**src/rtl/mmio_responder.sv**
```systemverilog
// Data-memory front end: passes RAM traffic to the dmem syncram and decodes the top
// 256 words into LED, free-running timer/compare, status and RX byte FIFO registers.
module mmio_responder (
    input  logic        clock,
    input  logic        reset,
    input  logic [11:0] address_dmem,
    input  logic [31:0] data,
    input  logic        wren,
    output logic [31:0] q_dmem,
    output logic [11:0] ram_address,
    output logic [31:0] ram_data,
    output logic        ram_wren,
    input  logic [31:0] ram_q,
    input  logic [7:0]  rx_data,
    input  logic        rx_valid,
    output logic        rx_ready,
    output logic [15:0] leds,
    output logic        timer_irq
);

    localparam logic [11:0] AddrLed     = 12'hF00;
    localparam logic [11:0] AddrCount   = 12'hF01;
    localparam logic [11:0] AddrCompare = 12'hF02;
    localparam logic [11:0] AddrStatus  = 12'hF03;
    localparam logic [11:0] AddrRxPop   = 12'hF04;
    localparam logic [11:0] AddrIrqAck  = 12'hF05;

    logic [15:0] leds_q;
    logic [31:0] count_q, count_d;
    logic [31:0] compare_q;
    logic        pending_q, pending_d;
    logic [7:0]  fifo_q [4];
    logic [1:0]  wr_ptr_q, rd_ptr_q;
    logic [2:0]  fifo_cnt_q, fifo_cnt_d;
    logic        sel_ram_q;
    logic [31:0] mmio_q;

    logic        in_ram;
    logic        fifo_full, fifo_empty;
    logic        push, pop;
    logic [31:0] status;
    logic [31:0] mmio_rdata;

    assign in_ram      = address_dmem < AddrLed;
    assign ram_address = address_dmem;
    assign ram_data    = data;
    assign ram_wren    = wren && in_ram;

    assign fifo_full  = fifo_cnt_q == 3'd4;
    assign fifo_empty = fifo_cnt_q == 3'd0;
    assign rx_ready   = reset && !fifo_full;
    assign push       = rx_valid && rx_ready;
    assign pop        = !wren && (address_dmem == AddrRxPop) && !fifo_empty;

    assign status = {26'b0, fifo_cnt_q, pending_q, fifo_full, !fifo_empty};

    // Read mux sees pre-edge register values, so a same-edge store is not visible.
    always_comb begin
        mmio_rdata = 32'b0;
        case (address_dmem)
            AddrLed:     mmio_rdata = {16'b0, leds_q};
            AddrCount:   mmio_rdata = count_q;
            AddrCompare: mmio_rdata = compare_q;
            AddrStatus:  mmio_rdata = status;
            AddrRxPop:   mmio_rdata = fifo_empty ? 32'b0 : {24'b0, fifo_q[rd_ptr_q]};
            default:     mmio_rdata = 32'b0;
        endcase
    end

    always_comb begin
        count_d = count_q + 32'd1;
        if (wren && address_dmem == AddrCount) begin
            count_d = 32'b0;
        end
    end

    // A match on the same edge as an ack keeps the flag set.
    always_comb begin
        pending_d = pending_q;
        if (wren && address_dmem == AddrIrqAck) begin
            pending_d = 1'b0;
        end
        if (count_q == compare_q && compare_q != 32'b0) begin
            pending_d = 1'b1;
        end
    end

    always_comb begin
        fifo_cnt_d = fifo_cnt_q;
        case ({push, pop})
            2'b10:   fifo_cnt_d = fifo_cnt_q + 3'd1;
            2'b01:   fifo_cnt_d = fifo_cnt_q - 3'd1;
            default: fifo_cnt_d = fifo_cnt_q;
        endcase
    end

    always_ff @(posedge clock or negedge reset) begin
        if (!reset) begin
            leds_q    <= 16'b0;
            count_q   <= 32'b0;
            compare_q <= 32'b0;
            pending_q <= 1'b0;
        end else begin
            count_q   <= count_d;
            pending_q <= pending_d;
            if (wren && address_dmem == AddrLed) begin
                leds_q <= data[15:0];
            end
            if (wren && address_dmem == AddrCompare) begin
                compare_q <= data;
            end
        end
    end

    always_ff @(posedge clock or negedge reset) begin
        if (!reset) begin
            for (int i = 0; i < 4; i++) begin
                fifo_q[i] <= 8'b0;
            end
            wr_ptr_q   <= 2'b0;
            rd_ptr_q   <= 2'b0;
            fifo_cnt_q <= 3'b0;
        end else begin
            if (push) begin
                fifo_q[wr_ptr_q] <= rx_data;
                wr_ptr_q         <= wr_ptr_q + 2'd1;
            end
            if (pop) begin
                rd_ptr_q <= rd_ptr_q + 2'd1;
            end
            fifo_cnt_q <= fifo_cnt_d;
        end
    end

    always_ff @(posedge clock or negedge reset) begin
        if (!reset) begin
            sel_ram_q <= 1'b1;
            mmio_q    <= 32'b0;
        end else begin
            sel_ram_q <= in_ram;
            mmio_q    <= mmio_rdata;
        end
    end

    assign q_dmem    = sel_ram_q ? ram_q : mmio_q;
    assign leds      = leds_q;
    assign timer_irq = pending_q;

endmodule
```
**config.mk**
```make
export PLATFORM = sky130hd
export DESIGN_NAME = mmio_responder
export DESIGN_NICKNAME = d
export VERILOG_FILES = /design/src/rtl/mmio_responder.sv
export SDC_FILE = /design/constraint.sdc
export NUM_CORES = 1
export LEC_CHECK = 0
export BUFFER_PORTS_ARGS = -buffer_cell sky130_fd_sc_hd__buf_2
export CORE_MARGIN = 4
export CORE_UTILIZATION = 59
export CTS_CLUSTER_SIZE = 40
export DETAILED_ROUTE_END_ITERATION = 12
export GPL_ROUTABILITY_DRIVEN = 0
export GPL_TIMING_DRIVEN = 1
export PLACE_DENSITY = 0.86
export SYNTH_ARGS = -nofsm -noshare
export SYNTH_HDL_FRONTEND = slang
export SYNTH_SLANG_ARGS = --single-unit
```
**constraint.sdc**
```tcl
create_clock -name clock -period 3.8 [get_ports clock]
set_input_delay 1.14 -clock clock [delete_from_list [all_inputs] [get_ports clock]]
set_output_delay 1.14 -clock clock [all_outputs]
set_load 0.05 [all_outputs]
```
==> results of run 1 <==
[metrics by stage]
step                power (mW)  cells
CTS                       4.62    993
finish                    4.61    993
floorplan                 2.73    675
detailed placement        2.98    961
global placement          2.91    961
global route              4.80    993
[area by class of cell]
type	count	area [um2]	share of cell area (%)
timing repair buffer	191	997	10.8
multi-input combinational	425	3570	38.6
sequential	153	3830	41.4
clock buffer	20	447	4.83
inverter	16	60.1	0.650
tap	176	220	2.38
clock inverter	12	126	1.37
[kinds of logic after synthesis]
family,count (synthesis)
XOR/XNOR,67
buffers and inverters,97
AND/OR/NAND/NOR,175
adder cells (fa/ha/maj),7
multiplexers,138
flip-flops,153
AO/OA/AOI/OAI,38
[placed cells by master (no fill, tap or decap), drive strengths merged]
master | netlist | routed
a21oi | 10 | 10
a22oi | 16 | 16
and2 | 6 | 6
and3 | 4 | 4
and4 | 4 | 4
buf | 62 | 191
bufinv | 0 | 2
clkbuf | 19 | 20
clkinv | 0 | 5
clkinvlp | 0 | 5
dfrtp | 152 | 152
dfstp | 1 | 1
fa | 1 | 1
ha | 6 | 6
inv | 16 | 16
mux2 | 113 | 113
mux2i | 11 | 11
mux4 | 14 | 14
nand2 | 18 | 18
nand2b | 3 | 3
nand3 | 16 | 16
nand4 | 22 | 22
nor2 | 74 | 74
nor2b | 3 | 3
nor3 | 3 | 3
nor3b | 2 | 2
nor4 | 16 | 16
o21ai | 5 | 5
o22ai | 7 | 7
or2 | 1 | 1
or3 | 1 | 1
or4 | 2 | 2
xnor2 | 24 | 24
xor2 | 43 | 43
[state kept, by name, summed over array words and instances (netlist names)]
signal,flops
count_q,32
mmio_q,32
wr_ptr_q,2
timer_irq,1
leds,16
rd_ptr_q,2
sel_ram_q,1
compare_q,32
fifo_q,32
fifo_cnt_q,3
[synthesized netlist by cell type (all sizes together)]
cell type / n
dfstp: 1
and3: 4
ha: 6
clkbuf: 19
a22oi: 16
nand4: 22
nand2b: 3
nand2: 18
buf: 62
o21ai: 5
mux4: 14
nor2: 74
nor4: 16
nor2b: 3
a21oi: 10
dfrtp: 152
and2: 6
or2: 1
fa: 1
or3: 1
nor3: 3
or4: 2
xor2: 43
nand3: 16
o22ai: 7
and4: 4
mux2i: 11
inv: 16
mux2: 113
nor3b: 2
xnor2: 24
[where the power goes]
group / leakage [nW] / switching (mW) / total (mW) / internal, mW
registers: 2.04 / 0.213 / 2.08 / 1.86
clock network: 0.268 / 0.653 / 1.63 / 0.978
logic: 2.27 / 0.484 / 0.898 / 0.414
total: 4.58 / 1.35 / 4.61 / 3.25
[worst max-delay path, cell delays in order (launching register included)]
cell and delay (ns):
dfstp_2 1.03, mux2_2 0.42, buf_2 0.22
[routing by layer]
layer  GRT usage, %  routed length (um)  vias to the layer above
li1               -                   -                     2583
met3           6.27                1810                       47
met1           33.3                7540                     2840
met2           41.1                9350                      332
met5              0                   0                        -
met4           10.7                 555                        0
[worst paths after layout]
check                                   start             to  slack (ns)  depth (start not counted)
worst max-delay path                sel_ram_q     q_dmem[14]        0.55                          2
worst min-delay path               fifo_q[10]     fifo_q[10]        0.50                          1
worst max register to register  fifo_cnt_q[2]  fifo_cnt_q[2]        1.32                          9
worst min register to register     fifo_q[10]     fifo_q[10]        0.50                          1
max in group asynchronous               reset     mmio_q[10]        2.34                          2
min in group asynchronous               reset  compare_q[25]        0.87                          2
==> flow_summary.ini, run 1 <==
[clock_tree]
clock-sinks = 153
clk_latency_ns = 0.43
tritoncts = done
cts_setup_buffers = 0
cts_hold_buffers = 0
h-tree-depth = 4
ctsResizeCount = 0
clockBufferDepth = 2
path_clk_slew_ns = 0.06
clockRootBuffer = clkbuf_16
cts_made_buffers = 17

[timing]
min_period_ns = 3.25
slew_headroom_pct = 41.9
setup_tns_ns = 0
rsz0062_at_grt = no
fin_hold_ws_ns = 0.502
fmax_mhz = 308
slew_violations = 0
worst_slack_ns = 0.548
tightest_slew_ns = 0.865
finalHoldViolCount = 0
setup_viol = 0
fin_worst_skew_ns = 0.0109
finalCritPeriodShare_pct = 85.6

[critical_path]
setup.worst_path.end_class = output port
cp.arrival_ns = 2.11
cp_max_fo = 32
criticalPathCategory = reg2out
cp-start-kind = flop
crit_required_ns = 2.66

[layout]
final_util_pct = 70.1
nets = 899
drive_gt1_share_pct = 40.3
antenna_cells = 0
area.growth.synth_to_final_pct = 16.4
final_cell_area_um2 = 9250
fillers = 917

[die]
fp.dieH_um = 124
rows = 42
io_pins = 183
die-area_um2 = 15400
coreArea_um2 = 13200
initial_core_util_pct = 60.2
dieWidth_um = 124

[yosys]
synthMuxAreaShare_pct = 21.8
synth_cell_types = 42
synth_area_um2 = 7950
yosysWarnings = 0
postSynthAreaPerCell_um2 = 11.8
ys_seq_area_share_pct = 48.2
synth-xor-area-share_pct = 7.39
synth_area_leaders = dfrtp_1 48%, mux2_2 10%, xor2_1 4.7%
synthAdderAreaFrac_pct = 1.20
synth_compound_area_share_pct = 3.01
synthCells = 675
yosys.area_share.simple_pct = 11.4
ys_ff_latch = 153
synth_top_area_cell = dfrtp_1
synth.top_cell.area_share_pct = 47.9
synth_top_family_by_area = multiplexers
syn_nets = 770

[pwr]
vdd_drop_max_mv = 0.361
power.leakage_nw = 4.58
power_density_nw_per_um2 = 498

[placed_design]
postPlaceCellArea_um2 = 8670
dp_slack_ns = 0.381
hpwl_um = 13800
numPortBuffers = 182

[global_routing]
antenna_found_initial = 0
grt.total_usage_pct = 25.5
grt_pass1_vias = 5862
grt_pass1_wl_um = 29800
grt_max_degree = 154
grt_remaining_overflow = 0

[worst_hold_path]
hold_path_class = reg2reg

[route]
drt-pass1-iter-count = 5
first_iter_violations = 627
via_per_inst = 5.84
vias = 5802
ant_nets = 0
wl_per_cell_um = 19.4
routed_wl_um = 19300
drc = 0

[run_status]
outcome = completed

[job]
max_cap_violations = 0
Note: power is estimated with default switching activity, not from simulation.
==> run 2, diff against run 1 <==
Settings changed: CORE_MARGIN 4 to 5.
==> run 2 against run 1 <==
  * Non-clock buffer count unchanged
  * Clock power is 9% higher
  * Utilization rose by 0.14 points
  * Clock skew shrank 0.0045 ns
  * Hold slack better by 0.00062 ns
  * Critical path depth unchanged
  * First-iteration DRC count rose by 5.4%
  * Combinational power rose by 1%
  * Critical endpoint is now q_dmem[28]
  * Largest cell class unchanged
  * Largest power group unchanged
==> flow_summary.ini, run 2 (synthesis gave the netlist of run 1 again) <==
[global_routing]
antenna_found_initial = 0
grt_remaining_overflow = 0
grt_pass1_vias = 6074
grt.total_usage_pct = 24.9
grt_pass1_wl_um = 31400
grt_max_degree = 154

[layout]
antenna_cells = 0
final_common_cell = buf_2
layout.cells.most_common_list = 181 x buf_2, 152 x dfrtp_1, 74 x nor2_1
drive_gt1_share_pct = 40.5
area.growth.synth_to_final_pct = 17.1
final_util_pct = 70.2
final_cell_area_um2 = 9300
nets = 899

[die]
initial_core_util_pct = 60.0
io_pins = 183
fp.dieH_um = 126
dieWidth_um = 126
die-area_um2 = 15900
coreArea_um2 = 13200
rows = 42

[route]
drc = 0
routed_wl_um = 19300
wl_per_cell_um = 19.4
first_iter_violations = 661
via_per_inst = 5.82
ant_nets = 0
drt-pass1-iter-count = 5
vias = 5780

[clock_tree]
h-tree-depth = 4
clock-sinks = 153
clockBufferDepth = 2
ctsResizeCount = 0
clk_latency_ns = 0.43
path_clk_slew_ns = 0.06
cts_made_buffers = 17
cts_hold_buffers = 0
cts_setup_buffers = 0
clockRootBuffer = clkbuf_16
tritoncts = done

[timing]
min_period_ns = 3.30
finalHoldViolCount = 0
fmax_mhz = 303
fin_hold_ws_ns = 0.502
finalCritPeriodShare_pct = 86.7
setup_viol = 0
tightest_slew_ns = 0.831
rsz0062_at_grt = no
slew_headroom_pct = 44.6
fin_worst_skew_ns = 0.00642
setup_tns_ns = 0
slew_violations = 0

[pwr]
power_density_nw_per_um2 = 512
vdd_drop_max_mv = 0.333
power.leakage_nw = 4.62

[placed_design]
hpwl_um = 13800
numPortBuffers = 182
postPlaceCellArea_um2 = 8670

[run_status]
outcome = completed

[critical_path]
slowest_delay_ns = 1.06
cp_max_fo = 32
cp.arrival_ns = 2.16
criticalPathCategory = reg2out
r2r_slack_ns = 1.38
setup.worst_path.end_class = output port
crit_required_ns = 2.66
crit_chain = mux2_2, buf_2
cp-start-kind = flop
cpMaxStageDelayCell = dfstp_2

[worst_hold_path]
hold_path_class = reg2reg

[job]
max_cap_violations = 0
-- run 2: changes by cell type in the layout (fill, tap and decap cells not counted) --
cell,change
bufinv_16,+2
clkbuf_1,-2
clkbuf_8,+1
clkinv_2,+1
clkinv_4,-1
clkinvlp_4,-1
-- run 2: routing by layer --
layer / vias up / global-route usage (%) / wire length [um]
li1: 2576 / - / -
met1: 2850 / 31.8 / 7730
met2: 300 / 40.0 / 9290
met3: 54 / 6.77 / 1610
met4: 0 / 10.9 / 660
met5: - / 0 / 0
-- run 2: power breakdown --
part	leakage, nW	switching, mW	internal, mW
registers	2.04	0.210	1.86
logic	2.27	0.491	0.416
clock network	0.301	0.659	1.13
-- run 2: worst paths after layout --
| path | startpoint | to | cells past startpoint |
|---|---|---|---|
| max | sel_ram_q | q_dmem[28] | 2 |
| min | fifo_q[13] | fifo_q[13] | 1 |
| max reg2reg | fifo_cnt_q[0] | fifo_cnt_q[1] | 7 |
| min reg2reg | fifo_q[13] | fifo_q[13] | 1 |
| max in group asynchronous | reset | fifo_q[26] | 2 |
| min in group asynchronous | reset | mmio_q[15] | 2 |
-- run 2: final cells by class --
cell class | instances | area, um2
multi-input cells | 425 | 3570
clock buffers | 19 | 453
inverters | 16 | 60.1
well taps | 176 | 220
fillers | 915 | 3940
clock inverters | 13 | 175
repair buffers | 191 | 997
flip-flops and latches | 153 | 3830
-- run 2: critical path, delay by kind of cell, from the launching register on --
family / cells / cell delay [ns]
DFF: 1 / 1.06
muxes: 1 / 0.42
buffers and inverters: 1 / 0.21
-- run 2: metrics by stage --
| stage | instances | power (mW) | worst slack [ns] |
|---|---|---|---|
| after floorplan | 675 | 2.73 | 0.360 |
| after global placement | 961 | 2.90 | 0.447 |
| after CTS | 993 | 4.77 | 0.506 |
| after global routing | 993 | 4.95 | 0.438 |
| final | 993 | 4.76 | 0.505 |
| after detailed placement | 961 | 2.98 | 0.370 |
==> run 3, diff against run 2 <==
Settings changed: REMOVE_ABC_BUFFERS set to 1.
==> run 3 against run 2 <==
  * Global-route usage up 1.5 points
  * Maximum frequency down 0.54%
  * Register-to-register slack better by 0.08 ns
  * Flip-flop and latch count unchanged
  * Wire length up 4.0%
  * Hold slack worse by 0.0014 ns
  * Combinational power down 0.6%
  * Largest cell class unchanged
==> flow_summary.ini, run 3 (synthesis gave the netlist of run 1 again) <==
[placed_design]
numPortBuffers = 182
dp.cells = 962
hpwl_um = 13700

[route]
wl_per_cell_um = 20.2
vias = 5868
routed_wl_um = 20100
drt-pass1-iter-count = 5
ant_nets = 0
drc = 0
first_iter_violations = 519
via_per_inst = 5.90

[clock_tree]
cts_made_buffers = 17
cts_setup_buffers = 0
cts_hold_buffers = 0
clock-sinks = 153
clk_latency_ns = 0.44
ctsResizeCount = 0
tritoncts = done
h-tree-depth = 4
clockBufferDepth = 2
path_clk_slew_ns = 0.06
clockRootBuffer = clkbuf_16

[critical_path]
crit_chain = mux2_2, buf_2
cp.arrival_ns = 2.17
cpMaxStageDelayCell = dfstp_2
slowest_delay_ns = 1.06
reg2regPathDepth = 7
setup.worst_path.end_class = output port
cp_max_fo = 32
criticalPathCategory = reg2out
crit_required_ns = 2.66
cp-start-kind = flop

[pwr]
seqPwrFrac_pct = 44.2
p_sw_share_pct = 29.6
power.leakage_nw = 4.61
vdd_drop_max_mv = 0.381
combinationalPowerShare_pct = 19.3
power_density_nw_per_um2 = 503
switchingPower_mw = 1.38
clock_power_share_pct = 36.5
p_int_mw = 3.28

[worst_hold_path]
hold_path_class = reg2reg
whs_path_depth = 1

[global_routing]
antenna_found_initial = 0
grt_pass1_wl_um = 33000
grt_pass1_vias = 6203
grt.total_usage_pct = 26.3
grt_max_degree = 154
grt_remaining_overflow = 0

[layout]
regArea_um2 = 3830
multi_input_area_um2 = 3570
final_common_cell = buf_2
layout.cells.most_common_list = 181 x buf_2, 152 x dfrtp_1, 74 x nor2_1
fillers = 875
area.growth.synth_to_final_pct = 16.8
nets = 900
drive_gt1_share_pct = 40.6
antenna_cells = 0
instances_no_fill = 994

[die]
io_pins = 183
coreArea_um2 = 13200
die-area_um2 = 15900
initial_core_util_pct = 60.0
dieWidth_um = 126
rows = 42
fp.dieH_um = 126

[timing]
tightest_slew_ns = 0.869
fin_worst_skew_ns = 0.00810
fmax_mhz = 302
finalHoldViolCount = 0
min_period_ns = 3.31
slew_violations = 0
setup_tns_ns = 0
rsz0062_at_grt = no
slew_headroom_pct = 41.6
finalCritPeriodShare_pct = 87.2
setup_viol = 0

[run_status]
outcome = completed

[job]
max_cap_violations = 0
run 3: cell count changes in the layout (fill, tap and decap cells not counted), sizes merged:
cell      previous run  this run
buf                191       192
bufinv               4         2
clkinv               5         7
clkinvlp             4         2
inv                 16        18
run 3: area by class of cell:
| cell class | instances | share of cell area (%) |
|---|---|---|
| inverters | 16 | 0.647 |
| well taps | 176 | 2.37 |
| multi-input cells | 425 | 38.4 |
| flip-flops and latches | 153 | 41.3 |
| repair buffers | 192 | 10.8 |
| clock inverters | 13 | 1.56 |
| clock buffers | 19 | 4.88 |
run 3: path summary, 6_finish.rpt:
check / from / end / slack [ns]
min in group asynchronous: reset / leds[13] / 0.79
worst max-delay path: sel_ram_q / q_dmem[11] / 0.49
worst min register to register: fifo_q[9] / fifo_q[9] / 0.50
max in group asynchronous: reset / count_q[11] / 2.33
worst max register to register: fifo_cnt_q[0] / fifo_cnt_q[1] / 1.46
worst min-delay path: fifo_q[9] / fifo_q[9] / 0.50
run 3: metrics by stage:
step	total power, mW	hold WS [ns]	cell area, um2	worst slack (ns)	utilization [%]
finish	4.67	0.501	9280	0.487	70.1
global route	4.86	0.517	9280	0.383	70.1
global placement	2.90	0.481	8680	0.419	65.6
CTS	4.68	0.503	9280	0.473	70.1
detailed placement	2.97	0.488	8680	0.345	65.6
floorplan	2.58	0.463	7450	0.0744	-
run 3: critical path, delay by kind of cell (launching register included):
family | cells | cell delay [ns]
buf+inv | 1 | 0.22
flops | 1 | 1.06
mux | 1 | 0.43
run 3: routing by layer:
layer	track usage (%)	part of all wire, %
met3	6.31	7.6
met1	32.8	38
met5	0	0
met4	13.5	4.1
met2	42.9	50
run 3: power groups by stage:
stage               Combinational, mW  Sequential [mW]  Clock (mW)
floorplan                       0.562             2.02           0
global placement                0.853             2.05           0
detailed placement              0.894             2.08           0
CTS                             0.907             2.06        1.72
global route                    0.984             2.09        1.79
finish                          0.902             2.06        1.70
